$ cat config.mk
export PLATFORM = sky130hd
export DESIGN_NAME = aes_lin_round
export DESIGN_NICKNAME = d
export VERILOG_FILES = /design/src/rtl/aes_pkg.sv /design/src/rtl/aes_mix_columns.sv /design/src/rtl/aes_lin_round.sv
export SDC_FILE = /design/constraint.sdc
export NUM_CORES = 1
export LEC_CHECK = 0
export ABC_AREA = 1
export BUFFER_PORTS_ARGS = -buffer_cell sky130_fd_sc_hd__buf_2
export CAP_MARGIN = 0
export CORE_MARGIN = 5
export CORE_UTILIZATION = 25
export DETAILED_ROUTE_END_ITERATION = 10
export SLEW_MARGIN = 40
export SYNTH_ARGS = -nofsm -noshare
export SYNTH_HDL_FRONTEND = slang
export SYNTH_HIERARCHICAL = 1
export SYNTH_SLANG_ARGS = --single-unit
$ cat constraint.sdc
create_clock -name clk -period 5.4 [get_ports clk]
set_input_delay 1.08 -clock clk [delete_from_list [all_inputs] [get_ports clk]]
set_output_delay 1.08 -clock clk [all_outputs]
set_load 0.05 [all_outputs]
$ cat src/rtl/aes_pkg.sv
`default_nettype none
// aes_pkg: state/byte types and GF(2^8) helpers shared by the AES linear round.
// Revision: 1.0
package aes_pkg;

  typedef logic [127:0] state_t;
  typedef logic [7:0]   byte_t;

  localparam int ROW_W = 32;

  // MSB index of row r inside a row-major 128-bit state
  function automatic int row_msb(input int r);
    return 127 - ROW_W * r;
  endfunction

  function automatic byte_t xtime(input byte_t b);
    return {b[6:0], 1'b0} ^ (b[7] ? 8'h1b : 8'h00);
  endfunction

  function automatic byte_t gmul(input byte_t b, input byte_t k);
    byte_t acc;
    byte_t p;
    acc = '0;
    p   = b;
    for (int i = 0; i < 8; i++) begin
      if (k[i]) acc = acc ^ p;
      p = xtime(p);
    end
    return acc;
  endfunction

  function automatic logic [31:0] rotl_bytes(input logic [31:0] w, input int n);
    return (w << (8 * n)) | (w >> (32 - 8 * n));
  endfunction

  function automatic state_t sr_fwd(input state_t s);
    state_t o;
    o = '0;
    for (int r = 0; r < 4; r++) begin
      o[row_msb(r) -: 32] = rotl_bytes(s[row_msb(r) -: 32], r);
    end
    return o;
  endfunction

  function automatic state_t sr_inv(input state_t s);
    state_t o;
    o = '0;
    for (int r = 0; r < 4; r++) begin
      o[row_msb(r) -: 32] = rotl_bytes(s[row_msb(r) -: 32], (4 - r) % 4);
    end
    return o;
  endfunction

  // Circulant column multiply: out_r = k0*a_r ^ k1*a_(r+1) ^ k2*a_(r+2) ^ k3*a_(r+3)
  function automatic logic [31:0] mix_col(input logic [31:0] col, input byte_t k0,
                                          input byte_t k1, input byte_t k2, input byte_t k3);
    logic [31:0] o;
    logic [31:0] rc;
    o = '0;
    for (int r = 0; r < 4; r++) begin
      rc = rotl_bytes(col, r);
      o[31 - 8 * r -: 8] = gmul(rc[31:24], k0) ^ gmul(rc[23:16], k1) ^
                           gmul(rc[15:8], k2)  ^ gmul(rc[7:0], k3);
    end
    return o;
  endfunction

  function automatic logic [31:0] mix_col_fwd(input logic [31:0] col);
    return mix_col(col, 8'h02, 8'h03, 8'h01, 8'h01);
  endfunction

  function automatic logic [31:0] mix_col_inv(input logic [31:0] col);
    return mix_col(col, 8'h0e, 8'h0b, 8'h0d, 8'h09);
  endfunction

endpackage
`default_nettype wire

$ cat src/rtl/aes_mix_columns.sv
`default_nettype none
// aes_mix_columns: combinational MixColumns / InvMixColumns over a row-major state.
// Revision: 1.0
module aes_mix_columns
  import aes_pkg::*;
(
  input  state_t state_i,
  input  logic   dec_i,
  output state_t state_o
);

  for (genvar c = 0; c < 4; c++) begin : g_col
    logic [31:0] col;
    logic [31:0] col_mix;

    // Gather column c from the four rows, mix, and scatter back
    assign col = {state_i[127 - 8 * c -: 8],
                  state_i[127 - ROW_W - 8 * c -: 8],
                  state_i[127 - 2 * ROW_W - 8 * c -: 8],
                  state_i[127 - 3 * ROW_W - 8 * c -: 8]};

    assign col_mix = dec_i ? mix_col_inv(col) : mix_col_fwd(col);

    assign state_o[127 - 8 * c -: 8]             = col_mix[31:24];
    assign state_o[127 - ROW_W - 8 * c -: 8]     = col_mix[23:16];
    assign state_o[127 - 2 * ROW_W - 8 * c -: 8] = col_mix[15:8];
    assign state_o[127 - 3 * ROW_W - 8 * c -: 8] = col_mix[7:0];
  end

endmodule
`default_nettype wire

$ cat src/rtl/aes_lin_round.sv
`default_nettype none
// aes_lin_round: elastic pipelined ShiftRows -> MixColumns -> AddRoundKey with tag sideband.
// Revision: 1.0
module aes_lin_round
  import aes_pkg::*;
#(
  parameter int STAGES  = 2,
  parameter bit KEY_ADD = 1'b1,
  parameter int TAG_W   = 4
) (
  input  logic             clk,
  input  logic             rst,
  input  logic             in_valid,
  output logic             in_ready,
  input  logic [127:0]     in_data,
  input  logic [127:0]     in_key,
  input  logic             in_dec,
  input  logic             in_last,
  input  logic [TAG_W-1:0] in_tag,
  output logic             out_valid,
  input  logic             out_ready,
  output logic [127:0]     out_data,
  output logic [TAG_W-1:0] out_tag
);

  if (STAGES < 1 || STAGES > 4) begin : g_bad_stages
    $error("aes_lin_round: STAGES must be in 1..4");
  end
  if (TAG_W < 1 || TAG_W > 16) begin : g_bad_tag_w
    $error("aes_lin_round: TAG_W must be in 1..16");
  end

  logic [STAGES-1:0] v_q;
  logic [STAGES-1:0] adv;
  logic [STAGES-1:0] load;
  state_t            data_q [STAGES];
  state_t            data_d [STAGES];
  logic [TAG_W-1:0]  tag_q  [STAGES];
  logic [TAG_W-1:0]  tag_d  [STAGES];
  state_t            key_q;
  logic              dec_q;
  logic              last_q;
  logic              take;

  state_t sr_out;
  state_t rnd_src;
  state_t mc_out;
  state_t rnd_out;
  state_t key_use;
  logic   dec_use;
  logic   last_use;

  // A stage may move when the output is accepted or any stage downstream of it is empty
  always_comb begin : handshake
    logic room;
    room = out_ready;
    for (int i = STAGES - 1; i >= 0; i--) begin
      adv[i] = v_q[i] & room;
      room   = room | ~v_q[i];
    end
    in_ready = room;
  end

  assign take = in_valid & in_ready;

  assign sr_out = in_dec ? sr_inv(in_data) : sr_fwd(in_data);

  // With a single stage the whole round is computed ahead of the only register
  assign rnd_src  = (STAGES == 1) ? sr_out  : data_q[0];
  assign dec_use  = (STAGES == 1) ? in_dec  : dec_q;
  assign last_use = (STAGES == 1) ? in_last : last_q;
  assign key_use  = (STAGES == 1) ? in_key  : key_q;

  aes_mix_columns u_mix (
    .state_i (rnd_src),
    .dec_i   (dec_use),
    .state_o (mc_out)
  );

  assign rnd_out = (last_use ? rnd_src : mc_out) ^ (KEY_ADD ? key_use : '0);

  always_comb begin
    load[0]   = take;
    data_d[0] = (STAGES == 1) ? rnd_out : sr_out;
    tag_d[0]  = in_tag;
    for (int i = 1; i < STAGES; i++) begin
      load[i]   = adv[i-1];
      data_d[i] = (i == 1) ? rnd_out : data_q[i-1];
      tag_d[i]  = tag_q[i-1];
    end
  end

  always_ff @(posedge clk) begin
    if (rst) begin
      v_q    <= '0;
      key_q  <= '0;
      dec_q  <= 1'b0;
      last_q <= 1'b0;
      for (int i = 0; i < STAGES; i++) begin
        data_q[i] <= '0;
        tag_q[i]  <= '0;
      end
    end else begin
      for (int i = 0; i < STAGES; i++) begin
        if (load[i]) begin
          v_q[i]    <= 1'b1;
          data_q[i] <= data_d[i];
          tag_q[i]  <= tag_d[i];
        end else if (adv[i]) begin
          v_q[i] <= 1'b0;
        end
      end
      if (take) begin
        key_q  <= in_key;
        dec_q  <= in_dec;
        last_q <= in_last;
      end
    end
  end

  assign out_valid = v_q[STAGES-1];
  assign out_data  = data_q[STAGES-1];
  assign out_tag   = tag_q[STAGES-1];

endmodule
`default_nettype wire
==> summary.txt, run 1 <==
Power and ir drop
  • Sw Ratio: 0.476
  • Power density cells: ~340 nW/um2
  • Cell-internal power: between 8 and 9 mW
  • P_sw: ~7.5 mW
  • Leakage dissipation: 23.8 nW
  • Clock share of power: 0.232
  • VDD IR-drop max: 0.000218 V
  • Seq pwr share: 0.260
  • Logic pwr share: 0.508

Route
  • WL final: about 180000 um
  • Residual DRC count: 0
  • DR iter-0 viols: about 3800
  • First-pass detailed-route iteration total: 6
  • DR vias: about 40000
  • DRT antenna net count: 0
  • Routed len/inst: between 20 and 25 um
  • Vias per Instance: roughly 4.7

Floorplan
  • Core area: ~170000 um2
  • Die Ht: about 420 um
  • Die Wd: around 420 um
  • Initial core utilization: 0.252
  • Die area: 177000 um2
  • Rows: 150
  • Io pins: 400

Place
  • Port bufs: roughly 400
  • HPWL Detailed: about 140000 um
  • Routability cong.: roughly 1
  • Placed cell area: approximately 45000 um2

STA
  • Slew HR: 0.380
  • Max Clock Freq: 293 MHz
  • Worst Max-Slew Pin Slew: roughly 930 ps
  • Max-slew violation count: 0
  • Setup Viol. Count Final: 0
  • Fin crit period: between 3000 and 4000 ps
  • Fin Setup TNS: 0 ps
  • Final Cycle Share: 0.631
  • Clock Skew: approximately 40 ps
  • RSZ-0062 raised after global routing: no
  • Fin. Hold Viols: 0

Setup path
  • Startpoint Class: flip-flop
  • CP top delay family: simple AND/OR/NAND/NOR gates
  • Worst R2R End: data_q[0][218]
  • CP Class: reg2reg
  • Crit path top cell by count: nand2_1
  • Crit path largest cell delay: ~950 ps
  • Reg2reg path depth: 16
  • Crit. path cell count: 16
  • R2R setup slack: around 2000 ps
  • Critical path endpoint category: flip-flop
  • Crit path max fanout: 14
  • WP data required: around 5800 ps
  • Worst path cell trace: inv_2, nand2_1, nand2_2, xnor2_1, xnor2_1, nand2_1, nand2_1, nand2_1, nand3_1, nand2_1, inv_1, nand2_1, nand3_1, nand2_1, inv_1, nor2_1
  • Worst path buffer plus inverter count: 3
  • CP max-delay cell: edfxtp_1
  • Arrival time worst endpoint: 3820 ps
  • R2R Path Start: data_q[0][63]

Logic synthesis
  • Synth Warn #: 6
  • Syn avg cell area: ~6.5 um2
  • Post-synth top area share: 0.209
  • Synth Net Count: between 6000 and 7000
  • Post-synthesis register bit count: roughly 400
  • Mapped Cells: 6525
  • Netlist Area Pre-Place: around 42000 um2
  • Part of the Yosys area used for sequential elements: 0.251
  • Yosys cell types: 43
  • Synth area leader: nand2_1
  • Synth area leaders: nand2_1 21%, edfxtp_1 19%, xor2_1 12%

Finish
  • P&R area growth vs syn: 9.97%
  • Fraction of layout cells with a size suffix above 1: 0.112
  • Post-route cell area: 46400 um2
  • Nets: 6848
  • Fill cell count: 18600
  • Most frequent cells in the layout: 2344 x nand2_1, 866 x inv_1, 680 x nand3_1
  • Leading cell type in the layout, fill and taps excluded: nand2_1
  • Final core occ: 0.277

Global route
  • First-pass GRT wire length: between 200000 and 300000 um
  • Initial antenna violation count: 17
  • Grt total ovfl: 0
  • Vias in the first global route: 38700
  • Largest net degree at the start of global routing: 165
  • All-Layer GR Usage: 0.199

Run
  • Maxcap violations: 0

Clocking
  • CTS clk-pin slew, worst paths: 60 ps
  • CTS Sinks: between 300 and 400
  • TritonCTS buffer count: 48
  • Worst skew pair latency: about 670 ps
  • Setup bufs post-CTS: 0
  • CTS tree: yes
  • # hold bufs at CTS: 0
  • CTS Buffer Depth: 3
  • CTS resizes: 0
  • Clk root buf: clkbuf_16
  • H-tree depth: 2

Min path
  • Hold Startpoint: key_q[46]
  • Hold path cells: 2
  • Hold endpoint: key_q[46]
  • Hold WC Path Type: reg2reg

Run status
  • Outcome: finished clean
## cell usage after synthesis, drive strengths merged
cell type,count
nor2,301
nand2b,3
a22oi,4
inv,934
clkbuf,55
xnor2,295
a21oi,64
o21ai,88
nand3,681
nor3,1
and2,4
or2,51
nand3b,24
nand2,2414
dfxtp,132
mux2i,71
xor2,617
clkinv,2
o21a,3
nand4,136
buf,378
a21o,3
edfxtp,264
## worst max-delay path by stage
stage                     slack, ps              to     startpoint
after floorplan                 460    data_q[0][0]            rst
after global placement         1910  data_q[0][123]       in_valid
after detailed placement       1780  data_q[0][123]       in_valid
after CTS                      2050        in_ready      out_ready
after global routing           1820  data_q[0][218]  data_q[0][63]
final                          1990  data_q[0][218]  data_q[0][63]
## through the flow
stage	instances	total power [mW]	hold WS, ps	worst slack, ps
after detailed placement	8732	12.0	474	1780
after CTS	8822	15.7	484	2050
after floorplan	6525	9.91	456	460
after global placement	8731	11.9	469	1910
final	8831	15.7	482	1990
after global routing	8827	16.7	505	1820
## per-layer routing
| metal | global-route usage | vias up | share of wire |
|---|---|---|---|
| li1 | - | 20000 | - |
| met1 | 0.230 | 19300 | 0.39 |
| met2 | 0.344 | 1482 | 0.48 |
| met3 | 0.0204 | 430 | 0.052 |
| met4 | 0.137 | 14 | 0.081 |
| met5 | 0 | - | 0.00053 |
## worst register-to-register path, delay by kind of cell, from the launching register on
kind                      cells  cell delay, ps
and+or+nand+nor              11            1140
buffers and inverters         3             490
DFF                           1             950
xor gates and xnor gates      2             570
## layout make-up
type	count	area, um2	area share
repair buffers	440	2440	0.0527
inverters	936	3560	0.0769
clock inverters	29	428	0.00923
diodes	5	12.5	0.000270
well taps	2204	2760	0.0595
flip-flops and latches	396	10600	0.228
multi-input cells	4760	25300	0.545
clock buffers	61	1300	0.0281
## sequential cells by signal (all words and copies together) (netlist names)
register and count:
data_q 256, dec_q 1, key_q 128, last_q 1, tag_q 8, v_q 2
## logic make-up after synthesis
family,synth area share
compound gates,0.0198
xor+xnor,0.200
simple gates,0.362
mux,0.0169
flops,0.251
buf+inv,0.151
## power groups by stage
stage                     clock network (mW)  registers, mW  logic [mW]
final                                   3.64           4.09        7.97
after global routing                    3.83           4.11        8.74
after CTS                               3.71           4.10        7.88
after detailed placement                   0           4.16        7.84
after global placement                     0           4.16        7.76
after floorplan                            0           3.76        6.15
No activity file was read; power rests on OpenSTA's default activity.
==> inputs of run 2 (changes only) <==
==> constraint.sdc (replaced) <==
create_clock -name clk -period 3.4 [get_ports clk]
set_input_delay 0.68 -clock clk [delete_from_list [all_inputs] [get_ports clk]]
set_output_delay 0.68 -clock clk [all_outputs]
set_load 0.05 [all_outputs]
==> run 2 against run 1 <==
Clock power increased by 50%; wire length is 3.5% higher; sequential power increased by 53%; flip-flop and latch count stayed put; global-route usage increased by 0.79 points; cell count is 2.4% higher; non-clock buffer count increased by 217; first-iteration DRC count down 10%; critical path type unchanged; critical endpoint is now data_q[0][236]; largest power group unchanged.
==> summary.txt, run 2 (same netlist as run 1, synthesis figures left out) <==
Place
  • HPWL Detailed: 151000 um (was 141000 um)
  • Routability cong.: 0.989 (was 0.996)
  • Placed cell area: 46300 um2 (was 44500 um2)
  • DP Worst Slack: 246 ps (was 1780 ps)
  • Placed Cells: 8950 (was 8732)
  • Port bufs: 399 (unchanged)

Clocking
  • CTS Sinks: 396 (unchanged)
  • CTS Buffer Depth: 3 (unchanged)
  • TritonCTS buffer count: 48 (unchanged)
  • # hold bufs at CTS: 0 (unchanged)
  • Clk root buf: clkbuf_16 (unchanged)
  • Worst skew pair latency: 650 ps (was 670 ps)
  • CTS resizes: 0 (unchanged)
  • CTS clk-pin slew, worst paths: 60 ps (about the same)
  • H-tree depth: 2 (unchanged)
  • Setup bufs post-CTS: 0 (unchanged)
  • CTS tree: yes (unchanged)

Route
  • DR vias: 42100 (was 41200)
  • WL final: 191000 um (was 184000 um)
  • DRT antenna net count: 0 (unchanged)
  • DR iter-0 viols: 3443 (was 3836)
  • Routed len/inst: 21.1 um (was 20.8 um)
  • Residual DRC count: 0 (unchanged)
  • First-pass detailed-route iteration total: 6 (unchanged)
  • Vias per Instance: 4.66 (about the same)

Setup path
  • CP top delay family: simple AND/OR/NAND/NOR gates (unchanged)
  • Worst path buffer plus inverter count: 3 (unchanged)
  • CP Class: reg2reg (unchanged)
  • Crit path top cell by count: nand2_1 (unchanged)
  • Startpoint Class: flip-flop (unchanged)
  • Crit path max fanout: 7 (was 14)
  • Worst path cell trace: inv_1, nand2_1, nand2_1, xnor2_1, nand2_1, nand2_1, nand2_1, nand2_1, nand3_1, nand3_1, nand2_1, inv_1, nand2_1, nand3_1, nand2_1, inv_1, nor2_1 (was inv_2, nand2_1, nand2_2, xnor2_1, xnor2_1, nand2_1, nand2_1, nand2_1, nand3_1, nand2_1, inv_1, nand2_1, nand3_1, nand2_1, inv_1, nor2_1)
  • Critical path endpoint category: flip-flop (unchanged)
  • Crit path largest cell delay: 670 ps (was 950 ps)
  • Arrival time worst endpoint: 3560 ps (was 3820 ps)
  • CP max-delay cell: edfxtp_1 (unchanged)
  • WP data required: 3780 ps (was 5810 ps)

Finish
  • Max reg flops: 256 (unchanged)
  • Post-Layout Cell Count: 9046 (was 8831)
  • P&R area growth vs syn: 13.9% (was 9.97%)
  • Nets: 7065 (was 6848)
  • Fraction of layout cells with a size suffix above 1: 0.140 (was 0.112)
  • Top flop regs: data_q: 256 flops, key_q: 128 flops, tag_q: 8 flops (unchanged)
  • Most frequent cells in the layout: 2344 x nand2_1, 866 x inv_1, 680 x nand3_1 (unchanged)
  • Leading cell type in the layout, fill and taps excluded: nand2_1 (unchanged)
  • Largest register by flop count: data_q (unchanged)
  • Post-route cell area: 48000 um2 (was 46400 um2)

Global route
  • Most Used Layer, Global Route: met2 (unchanged)
  • Initial antenna violation count: 5 (was 17)
  • First-pass GRT wire length: 270000 um (was 261000 um)
  • All-Layer GR Usage: 0.207 (was 0.199)
  • Grt total ovfl: 0 (unchanged)
  • Largest net degree at the start of global routing: 155 (was 165)
  • Met3 usage: 0.0181 (was 0.0204)
  • Grt met1 use: 0.242 (was 0.230)
  • Vias in the first global route: 39700 (was 38700)
  • Met2 Use GR: 0.361 (was 0.344)

STA
  • Max Clock Freq: 315 MHz (was 293 MHz)
  • Setup Viol. Count Final: 0 (unchanged)
  • Final worst slack: 222 ps (was 1990 ps)
  • Hold Slack: 268 ps (was 482 ps)
  • Max-slew violation count: 0 (unchanged)
  • Fin crit period: 3180 ps (was 3410 ps)
  • RSZ-0062 raised after global routing: no (unchanged)
  • Final Cycle Share: 0.935 (was 0.631)
  • Fin. Hold Viols: 0 (unchanged)
  • Clock Skew: 29.8 ps (was 39.4 ps)
  • Worst Max-Slew Pin Slew: 1070 ps (was 930 ps)
  • Slew HR: 0.290 (was 0.380)
  • Fin Setup TNS: 0 ps (unchanged)

Floorplan
  • Io pins: 400 (unchanged)
  • Die Wd: 421 um (unchanged)
  • Die Ht: 421 um (unchanged)
  • Rows: 150 (unchanged)
  • Die area: 177000 um2 (unchanged)
  • Core area: 167000 um2 (unchanged)
  • Initial core utilization: 0.252 (unchanged)

Power and ir drop
  • Power density cells: 522 nW/um2 (was 339 nW/um2)
  • VDD IR-drop max: 0.000338 V (was 0.000218 V)
  • Leakage dissipation: 24.9 nW (was 23.8 nW)

Run
  • Maxcap violations: 0 (unchanged)

Run status
  • Outcome: finished clean (unchanged)

Min path
  • Hold WC Path Type: in2reg (was reg2reg)
-- run 2: area by class of cell --
cell class	count	area, um2
fillers	18500	119000
multi-input cells	4760	25300
clock inverters	22	233
repair buffers	657	4230
clock buffers	67	1370
well taps	2204	2760
flip-flops and latches	396	10600
inverters	936	3550
diodes	4	10.0
-- run 2: metal layers --
layer	wire length, um	up-vias
met5	0	-
met2	92500	1436
li1	-	20400
met4	14500	0
met3	8990	367
met1	74600	19900
-- run 2: final timing paths --
check | from | to | slack, ps | cells after the start
setup / recovery | data_q[0][44] | data_q[0][236] | 220 | 17
hold / removal | in_key[41] | key_q[41] | 270 | 3
setup reg to reg | data_q[0][44] | data_q[0][236] | 220 | 17
hold reg to reg | key_q[84] | key_q[84] | 480 | 2
-- run 2: where the power goes --
part           internal [mW]  leakage (nW)  switching, mW
Sequential              5.65          3.94          0.594
Clock                   3.06         0.778           2.39
Combinational           4.47          20.2           8.90
-- run 2: metrics by stage --
step                      utilization  power [mW]
after floorplan                     -        15.7
after global placement          0.276        19.5
after detailed placement        0.277        19.5
after CTS                       0.286        25.1
after global routing            0.287        26.7
final                           0.287        25.1
-- run 2: worst min-delay path, delay by kind of cell --
kind | cells | cell delay, ps
simple gates | 2 | 130
buf+inv | 1 | 80
